[src/rtl/pong_input_if.sv]
// Button/vsync input bundle and the decoded per-frame controls for the pong input block.
interface pong_input_if;
    logic [5:0] btn_in;
    logic       vsync;
    logic       frame_tick;
    logic [5:0] btn_level;
    logic [1:0] p1_delta;
    logic [1:0] p2_delta;
    logic       p1_srv;
    logic       p2_srv;

    modport master (
        output btn_in, vsync,
        input  frame_tick, btn_level, p1_delta, p2_delta, p1_srv, p2_srv
    );

    modport slave (
        input  btn_in, vsync,
        output frame_tick, btn_level, p1_delta, p2_delta, p1_srv, p2_srv
    );
endinterface

[src/rtl/pong_input.sv]
// Pong controls: synchronise and debounce six buttons, then sample paddle
// direction and sticky serve requests once per frame on the vsync falling edge.
module pong_input #(
    parameter int unsigned SYNC_STAGES = 2,
    parameter int unsigned DB_BITS     = 16
) (
    input  logic         clk,
    input  logic         rst,
    pong_input_if.slave  bus
);
    localparam int unsigned NBTN   = 6;
    localparam int unsigned P1_UP  = 0;
    localparam int unsigned P1_DN  = 1;
    localparam int unsigned P1_SRV = 2;
    localparam int unsigned P2_UP  = 3;
    localparam int unsigned P2_DN  = 4;
    localparam int unsigned P2_SRV = 5;

    // The edge on which the counter would reach all-ones toggles the level instead.
    localparam logic [DB_BITS-1:0] DB_LAST = {{(DB_BITS-1){1'b1}}, 1'b0};

    logic [NBTN-1:0]    sync_q [SYNC_STAGES];
    logic [NBTN-1:0]    sync_c;
    logic [DB_BITS-1:0] cnt_q  [NBTN];
    logic [DB_BITS-1:0] cnt_d  [NBTN];
    logic [NBTN-1:0]    level_q, level_d;
    logic [NBTN-1:0]    rise_c;
    logic               vs_q;
    logic               tick_c;
    logic               tick_q;
    logic               p1_flag_q, p1_flag_d;
    logic               p2_flag_q, p2_flag_d;
    logic               p1_srv_q, p1_srv_d;
    logic               p2_srv_q, p2_srv_d;
    logic [1:0]         p1_delta_q, p1_delta_d;
    logic [1:0]         p2_delta_q, p2_delta_d;

    function automatic logic [1:0] dir(input logic up, input logic dn);
        case ({up, dn})
            2'b10:   dir = 2'b01;
            2'b01:   dir = 2'b11;
            default: dir = 2'b00;
        endcase
    endfunction

    assign sync_c = sync_q[SYNC_STAGES-1];
    assign tick_c = vs_q & ~bus.vsync;

    // Debounce: count consecutive disagreeing cycles, adopt the new value at threshold.
    always_comb begin
        level_d = level_q;
        for (int i = 0; i < NBTN; i++) begin
            cnt_d[i] = cnt_q[i];
            if (sync_c[i] == level_q[i]) begin
                cnt_d[i] = '0;
            end else if (cnt_q[i] == DB_LAST) begin
                level_d[i] = sync_c[i];
                cnt_d[i]   = '0;
            end else begin
                cnt_d[i] = cnt_q[i] + DB_BITS'(1);
            end
        end
    end

    assign rise_c = level_d & ~level_q;

    // A serve edge on the tick edge itself lands in the flag for the next frame.
    always_comb begin
        p1_flag_d  = (p1_flag_q & ~tick_c) | rise_c[P1_SRV];
        p2_flag_d  = (p2_flag_q & ~tick_c) | rise_c[P2_SRV];
        p1_srv_d   = tick_c & p1_flag_q;
        p2_srv_d   = tick_c & p2_flag_q;
        p1_delta_d = p1_delta_q;
        p2_delta_d = p2_delta_q;
        if (tick_c) begin
            p1_delta_d = dir(level_d[P1_UP], level_d[P1_DN]);
            p2_delta_d = dir(level_d[P2_UP], level_d[P2_DN]);
        end
    end

    always_ff @(posedge clk or posedge rst) begin
        if (rst) begin
            for (int s = 0; s < SYNC_STAGES; s++) sync_q[s] <= '0;
            for (int i = 0; i < NBTN; i++) cnt_q[i] <= '0;
            level_q    <= '0;
            vs_q       <= 1'b1;
            tick_q     <= 1'b0;
            p1_flag_q  <= 1'b0;
            p2_flag_q  <= 1'b0;
            p1_srv_q   <= 1'b0;
            p2_srv_q   <= 1'b0;
            p1_delta_q <= 2'b00;
            p2_delta_q <= 2'b00;
        end else begin
            sync_q[0] <= bus.btn_in;
            for (int s = 1; s < SYNC_STAGES; s++) sync_q[s] <= sync_q[s-1];
            for (int i = 0; i < NBTN; i++) cnt_q[i] <= cnt_d[i];
            level_q    <= level_d;
            vs_q       <= bus.vsync;
            tick_q     <= tick_c;
            p1_flag_q  <= p1_flag_d;
            p2_flag_q  <= p2_flag_d;
            p1_srv_q   <= p1_srv_d;
            p2_srv_q   <= p2_srv_d;
            p1_delta_q <= p1_delta_d;
            p2_delta_q <= p2_delta_d;
        end
    end

    assign bus.frame_tick = tick_q;
    assign bus.btn_level  = level_q;
    assign bus.p1_delta   = p1_delta_q;
    assign bus.p2_delta   = p2_delta_q;
    assign bus.p1_srv     = p1_srv_q;
    assign bus.p2_srv     = p2_srv_q;
endmodule
[src/flat_wrapper.sv]
// flat-port wrapper written by rule: the top's interface ports become plain ports
module pong_input_flat 
#(
    parameter int unsigned SYNC_STAGES = 2,
    parameter int unsigned DB_BITS     = 16
)
  (clk, rst, bus_btn_in, bus_vsync, bus_frame_tick, bus_btn_level, bus_p1_delta, bus_p2_delta, bus_p1_srv, bus_p2_srv);
  pong_input_if bus_i ();
  input  logic clk;
  input  logic rst;
  input wire logic [$bits(bus_i.btn_in)-1:0] bus_btn_in;
  input wire logic [$bits(bus_i.vsync)-1:0] bus_vsync;
  output wire logic [$bits(bus_i.frame_tick)-1:0] bus_frame_tick;
  output wire logic [$bits(bus_i.btn_level)-1:0] bus_btn_level;
  output wire logic [$bits(bus_i.p1_delta)-1:0] bus_p1_delta;
  output wire logic [$bits(bus_i.p2_delta)-1:0] bus_p2_delta;
  output wire logic [$bits(bus_i.p1_srv)-1:0] bus_p1_srv;
  output wire logic [$bits(bus_i.p2_srv)-1:0] bus_p2_srv;
  assign bus_i.btn_in = bus_btn_in;
  assign bus_i.vsync = bus_vsync;
  assign bus_frame_tick = bus_i.frame_tick;
  assign bus_btn_level = bus_i.btn_level;
  assign bus_p1_delta = bus_i.p1_delta;
  assign bus_p2_delta = bus_i.p2_delta;
  assign bus_p1_srv = bus_i.p1_srv;
  assign bus_p2_srv = bus_i.p2_srv;
  pong_input #(.SYNC_STAGES(SYNC_STAGES), .DB_BITS(DB_BITS)) u_core (.clk(clk), .rst(rst), .bus(bus_i));
endmodule
[config.mk]
export PLATFORM = sky130hd
export DESIGN_NAME = pong_input_flat
export DESIGN_NICKNAME = d
export VERILOG_FILES = /design/src/rtl/pong_input_if.sv /design/src/rtl/pong_input.sv /design/src/flat_wrapper.sv
export SDC_FILE = /design/constraint.sdc
export NUM_CORES = 1
export LEC_CHECK = 0
export ABC_CLOCK_PERIOD_IN_PS = 3900
export CORE_MARGIN = 2
export CORE_UTILIZATION = 35
export DETAILED_ROUTE_END_ITERATION = 7
export PLACE_DENSITY = 0.55
export RECOVER_POWER = 100
export SLEW_MARGIN = 0
export SYNTH_ARGS = -nofsm -noshare
export SYNTH_HDL_FRONTEND = slang
export SYNTH_SLANG_ARGS = --single-unit
[constraint.sdc]
create_clock -name clk -period 3.9 [get_ports clk]
set_input_delay 0.78 -clock clk [delete_from_list [all_inputs] [get_ports clk]]
set_output_delay 0.78 -clock clk [all_outputs]
set_load 0.02 [all_outputs]
==> impl_metrics.xml <==
<?xml version="1.0" encoding="UTF-8"?>
<metrics>
  <group name="place">
    <metric name="post-place-cells" unit="">766</metric>
    <metric name="gpl.final_weighted_congestion" unit="">0.7821</metric>
    <metric name="dp.final_hpwl" unit="µm">6757</metric>
    <metric name="count_of_input_and_output_buffers" unit="">21</metric>
  </group>
  <group name="sta">
    <metric name="clock_skew" unit="ns">0.006445</metric>
    <metric name="worst_hold_slack" unit="ns">0.3467</metric>
    <metric name="timing_hold_violations_final" unit="">0</metric>
    <metric name="fin_tns_setup" unit="ns">0</metric>
    <metric name="fin_crit" unit="ns">2.770</metric>
    <metric name="post-route-period-util" unit="">0.7103</metric>
    <metric name="unrepaired_setup_endpoints_after_global_routing" unit="">no</metric>
    <metric name="max_clock_freq" unit="GHz">0.3610</metric>
    <metric name="timing_max_transition_violations_final" unit="">159</metric>
    <metric name="setup_viol_count_final" unit="">0</metric>
    <metric name="timing_worst_slew_pin_value" unit="ns">1.873</metric>
    <metric name="timing.max_slew.rel_slack" unit="">-0.2593</metric>
  </group>
  <group name="yosys">
    <metric name="ys_seq_area_frac" unit="">0.5424</metric>
    <metric name="yosys_most_used_dff" unit="">sky130_fd_sc_hd__dfrtp_1</metric>
    <metric name="post_synth.cell_area_avg" unit="µm²">10.60</metric>
    <metric name="synth_edf_count" unit="">0</metric>
    <metric name="synth.lib_cells_used.distinct" unit="">40</metric>
    <metric name="ys_seq_elements" unit="">124</metric>
    <metric name="async_flop_share" unit="">1.000</metric>
    <metric name="synthesis.nets" unit="">563</metric>
    <metric name="cell_count_after_synthesis" unit="">540</metric>
    <metric name="yosys_warnings" unit="">0</metric>
    <metric name="syn_area" unit="µm²">5723</metric>
  </group>
  <group name="floorplan">
    <metric name="floorplan.die.width" unit="µm">131.9</metric>
    <metric name="initial_core_util" unit="">0.3590</metric>
    <metric name="core.rowCount" unit="">46</metric>
    <metric name="fp.coreArea" unit="µm²">15940</metric>
    <metric name="die_height" unit="µm">131.9</metric>
    <metric name="count_of_boundary_i_o_pins" unit="">22</metric>
    <metric name="floorplan.die_area" unit="µm²">17390</metric>
  </group>
  <group name="routing">
    <metric name="route.antenna.remaining_nets" unit="">0</metric>
    <metric name="dr_total_vias" unit="">3740</metric>
    <metric name="routed_wirelength" unit="µm">10350</metric>
    <metric name="via_per_inst" unit="">4.687</metric>
    <metric name="average_wire_per_standard_cell" unit="µm">12.97</metric>
    <metric name="initialDrtViolationCount" unit="">159</metric>
    <metric name="drt_drc_violations_left" unit="">0</metric>
    <metric name="drt_first_pass_iters" unit="">4</metric>
  </group>
  <group name="global_routing">
    <metric name="grt.busiest_layer" unit="">met2</metric>
    <metric name="initial_antenna_violation_count" unit="">0</metric>
    <metric name="globalRouteMet3Util" unit="">0.04614</metric>
    <metric name="grt_max_degree" unit="">125</metric>
    <metric name="globalRouteMet1Util" unit="">0.1713</metric>
    <metric name="grt.met2_usage" unit="">0.1997</metric>
    <metric name="grt_overflow_total" unit="">0</metric>
    <metric name="global_route_wire_length_before_repair" unit="µm">18360</metric>
    <metric name="gr-usage-all-layers" unit="">0.1320</metric>
    <metric name="grt_pass1_vias" unit="">3814</metric>
  </group>
  <group name="clock_network">
    <metric name="ctsResizeCount" unit="">0</metric>
    <metric name="ctsHoldBuffers" unit="">0</metric>
    <metric name="clock_tree_from_tritoncts" unit="">built</metric>
    <metric name="ctsHtreeMaxLevel" unit="">4</metric>
    <metric name="postCtsSetupRepairBufs" unit="">0</metric>
    <metric name="cts-root-buf" unit="">sky130_fd_sc_hd__clkbuf_16</metric>
    <metric name="tritoncts_num_sinks" unit="">124</metric>
    <metric name="cts_made_buffers" unit="">17</metric>
    <metric name="maximum_count_of_clock_buffers_along_a_single_path" unit="">2</metric>
    <metric name="clk-insertion-delay-late" unit="ns">0.42</metric>
    <metric name="path_clk_slew" unit="ns">0.06</metric>
  </group>
  <group name="min_path">
    <metric name="hold_class" unit="">flop to flop</metric>
  </group>
  <group name="power_and_ir_drop">
    <metric name="power.ir.vdd_worst" unit="V">0.0003121</metric>
    <metric name="pwr_density_cell" unit="nW/µm²">448.7</metric>
    <metric name="p_leak" unit="nW">2.821</metric>
  </group>
  <group name="cells_and_area">
    <metric name="diodes" unit="">0</metric>
    <metric name="n_fill_cell" unit="">1508</metric>
    <metric name="final-instance-count-excl-fill" unit="">798</metric>
    <metric name="drive_gt1_frac" unit="">0.07388</metric>
    <metric name="layout.nets" unit="">592</metric>
    <metric name="flow.area_growth_from_synthesis" unit="%">16.33</metric>
  </group>
  <group name="flow_run">
    <metric name="cap_violations" unit="">3</metric>
  </group>
  <group name="worst_setup_path">
    <metric name="timing.critical_path.buf_inv" unit="">0</metric>
    <metric name="r2r_slack" unit="ns">1.13</metric>
    <metric name="worstPathCellList" unit="">nand4_1, or3_1, o21ai_0, nor2_1</metric>
    <metric name="critPathTopFamily" unit="">compound AO/OA/AOI/OAI gates</metric>
    <metric name="critical_path_class" unit="">flop to flop</metric>
    <metric name="worst-endpoint-arrival" unit="ns">3.00</metric>
    <metric name="critPathLaunchType" unit="">flop</metric>
    <metric name="timing.critical_path.slowest_stage_cell" unit="">sky130_fd_sc_hd__o21ai_0</metric>
    <metric name="critical_path.max_fanout" unit="">16</metric>
    <metric name="biggest_cell_delay_along_the_critical_path" unit="ns">1.37</metric>
    <metric name="setup.worst_path.end_class" unit="">flop</metric>
    <metric name="timing.critical_path.required" unit="ns">4.13</metric>
  </group>
  <group name="outcome">
    <metric name="status" unit="">complete, but fails checks</metric>
    <metric name="violations" unit="">max-capacitance violations, max-slew violations</metric>
  </group>
</metrics>
## cell usage in the layout (no fill, tap or decap), drive strengths merged, types with 18 or more instances in the layout
master and n:
dfrtp 123, nor2 103, xnor2 50, nand2 37
xor2 36, nand3 33, nand4 26, dlygate4sd3 21
inv 20, nor4 18, clkbuf 18
## registers in the layout, indices dropped and copies added (netlist names), 2 cells and up
register and cells:
u_core.cnt_q 96, u_core.bus.p1_delta 2, u_core.sync_c 6, u_core.sync_q 6, u_core.bus.p2_delta 2, u_core.bus.btn_level 6
## cells in the mapped netlist, types with 2 or more instances
| cell | instances | area [µm²] |
|---|---|---|
| sky130_fd_sc_hd__a21oi_1 | 3 | 15.01 |
| sky130_fd_sc_hd__and2_1 | 4 | 25.02 |
| sky130_fd_sc_hd__and3_1 | 4 | 25.02 |
| sky130_fd_sc_hd__and4_1 | 9 | 78.83 |
| sky130_fd_sc_hd__buf_2 | 3 | 15.01 |
| sky130_fd_sc_hd__buf_4 | 3 | 22.52 |
| sky130_fd_sc_hd__buf_6 | 2 | 22.52 |
| sky130_fd_sc_hd__clkbuf_1 | 4 | 15.01 |
| sky130_fd_sc_hd__dfrtp_1 | 123 | 3078 |
| sky130_fd_sc_hd__ha_1 | 14 | 175.2 |
| sky130_fd_sc_hd__inv_1 | 17 | 63.81 |
| sky130_fd_sc_hd__mux2_2 | 3 | 33.78 |
| sky130_fd_sc_hd__mux2i_1 | 2 | 20.02 |
| sky130_fd_sc_hd__nand2_1 | 36 | 135.1 |
| sky130_fd_sc_hd__nand2b_1 | 3 | 18.77 |
| sky130_fd_sc_hd__nand3_1 | 33 | 165.2 |
| sky130_fd_sc_hd__nand4_1 | 22 | 137.6 |
| sky130_fd_sc_hd__nand4_2 | 4 | 50.05 |
| sky130_fd_sc_hd__nor2_1 | 103 | 386.6 |
| sky130_fd_sc_hd__nor3_1 | 17 | 85.08 |
| sky130_fd_sc_hd__nor4_1 | 17 | 106.4 |
| sky130_fd_sc_hd__o21ai_0 | 7 | 35.03 |
| sky130_fd_sc_hd__o31ai_4 | 2 | 42.54 |
| sky130_fd_sc_hd__or3_1 | 4 | 25.02 |
| sky130_fd_sc_hd__or3_4 | 2 | 22.52 |
| sky130_fd_sc_hd__xnor2_1 | 50 | 437.9 |
| sky130_fd_sc_hd__xor2_1 | 36 | 315.3 |
## stage by stage
stage	worst slack [ns]	instance area (µm²)	power, mW	utilization
final	1.130	6658	2.988	0.4176
after global routing	0.7987	6658	3.110	0.4176
after CTS	1.592	6743	3.037	0.4229
after detailed placement	1.817	6152	1.453	0.3859
after global placement	1.846	6152	1.449	0.3859
after floorplan	1.596	5727	1.419	-
## path summary, 6_finish.rpt
kind | startpoint | end | cells past startpoint
max reg2reg | u_core.cnt_q[23] | u_core.cnt_q[21] | 4
min reg2reg | u_core.sync_q[7] | u_core.sync_c[1] | 0
min in group asynchronous | rst | u_core.cnt_q[89] | 3
max | u_core.cnt_q[23] | u_core.cnt_q[21] | 4
min | u_core.sync_q[7] | u_core.sync_c[1] | 0
max in group asynchronous | rst | u_core.cnt_q[61] | 3
## final cells by class
cell class              instances  area [µm²]  share of cell area
inverters                      17       67.56             0.01015
flip-flops and latches        124        3104              0.4663
clock inverters                15       165.2             0.02481
well taps                     216       270.3             0.04059
repair buffers                 22       217.7             0.03270
clock buffers                  17       425.4             0.06390
multi-input cells             387        2407              0.3616
## where the power goes
part           total [mW]  internal, mW  switching [mW]  leakage, nW
clock network        1.57         0.949           0.619        0.277
registers            1.33          1.31          0.0228         1.69
logic              0.0873        0.0263          0.0610        0.859
## routing by layer
metal | vias up | wire [µm]
li1 | 1892 | -
met1 | 1792 | 5122
met2 | 39 | 4686
met3 | 17 | 364
met4 | 0 | 177
met5 | - | 0
## logic make-up (layout without fill, tap and decap cells)
group / count (synthesis) / in the layout / share of synthesized area
multiplexers: 7 / 7 / 0.01399
AND/OR/NAND/NOR: 262 / 262 / 0.2269
adder cells (fa/ha/maj): 14 / 14 / 0.03061
AO/OA/AOI/OAI: 18 / 18 / 0.03017
buffers and inverters: 29 / 71 / 0.02427
XOR/XNOR: 86 / 86 / 0.1316
flip-flops: 124 / 124 / 0.5424
Power figures use the tool's default switching activity.
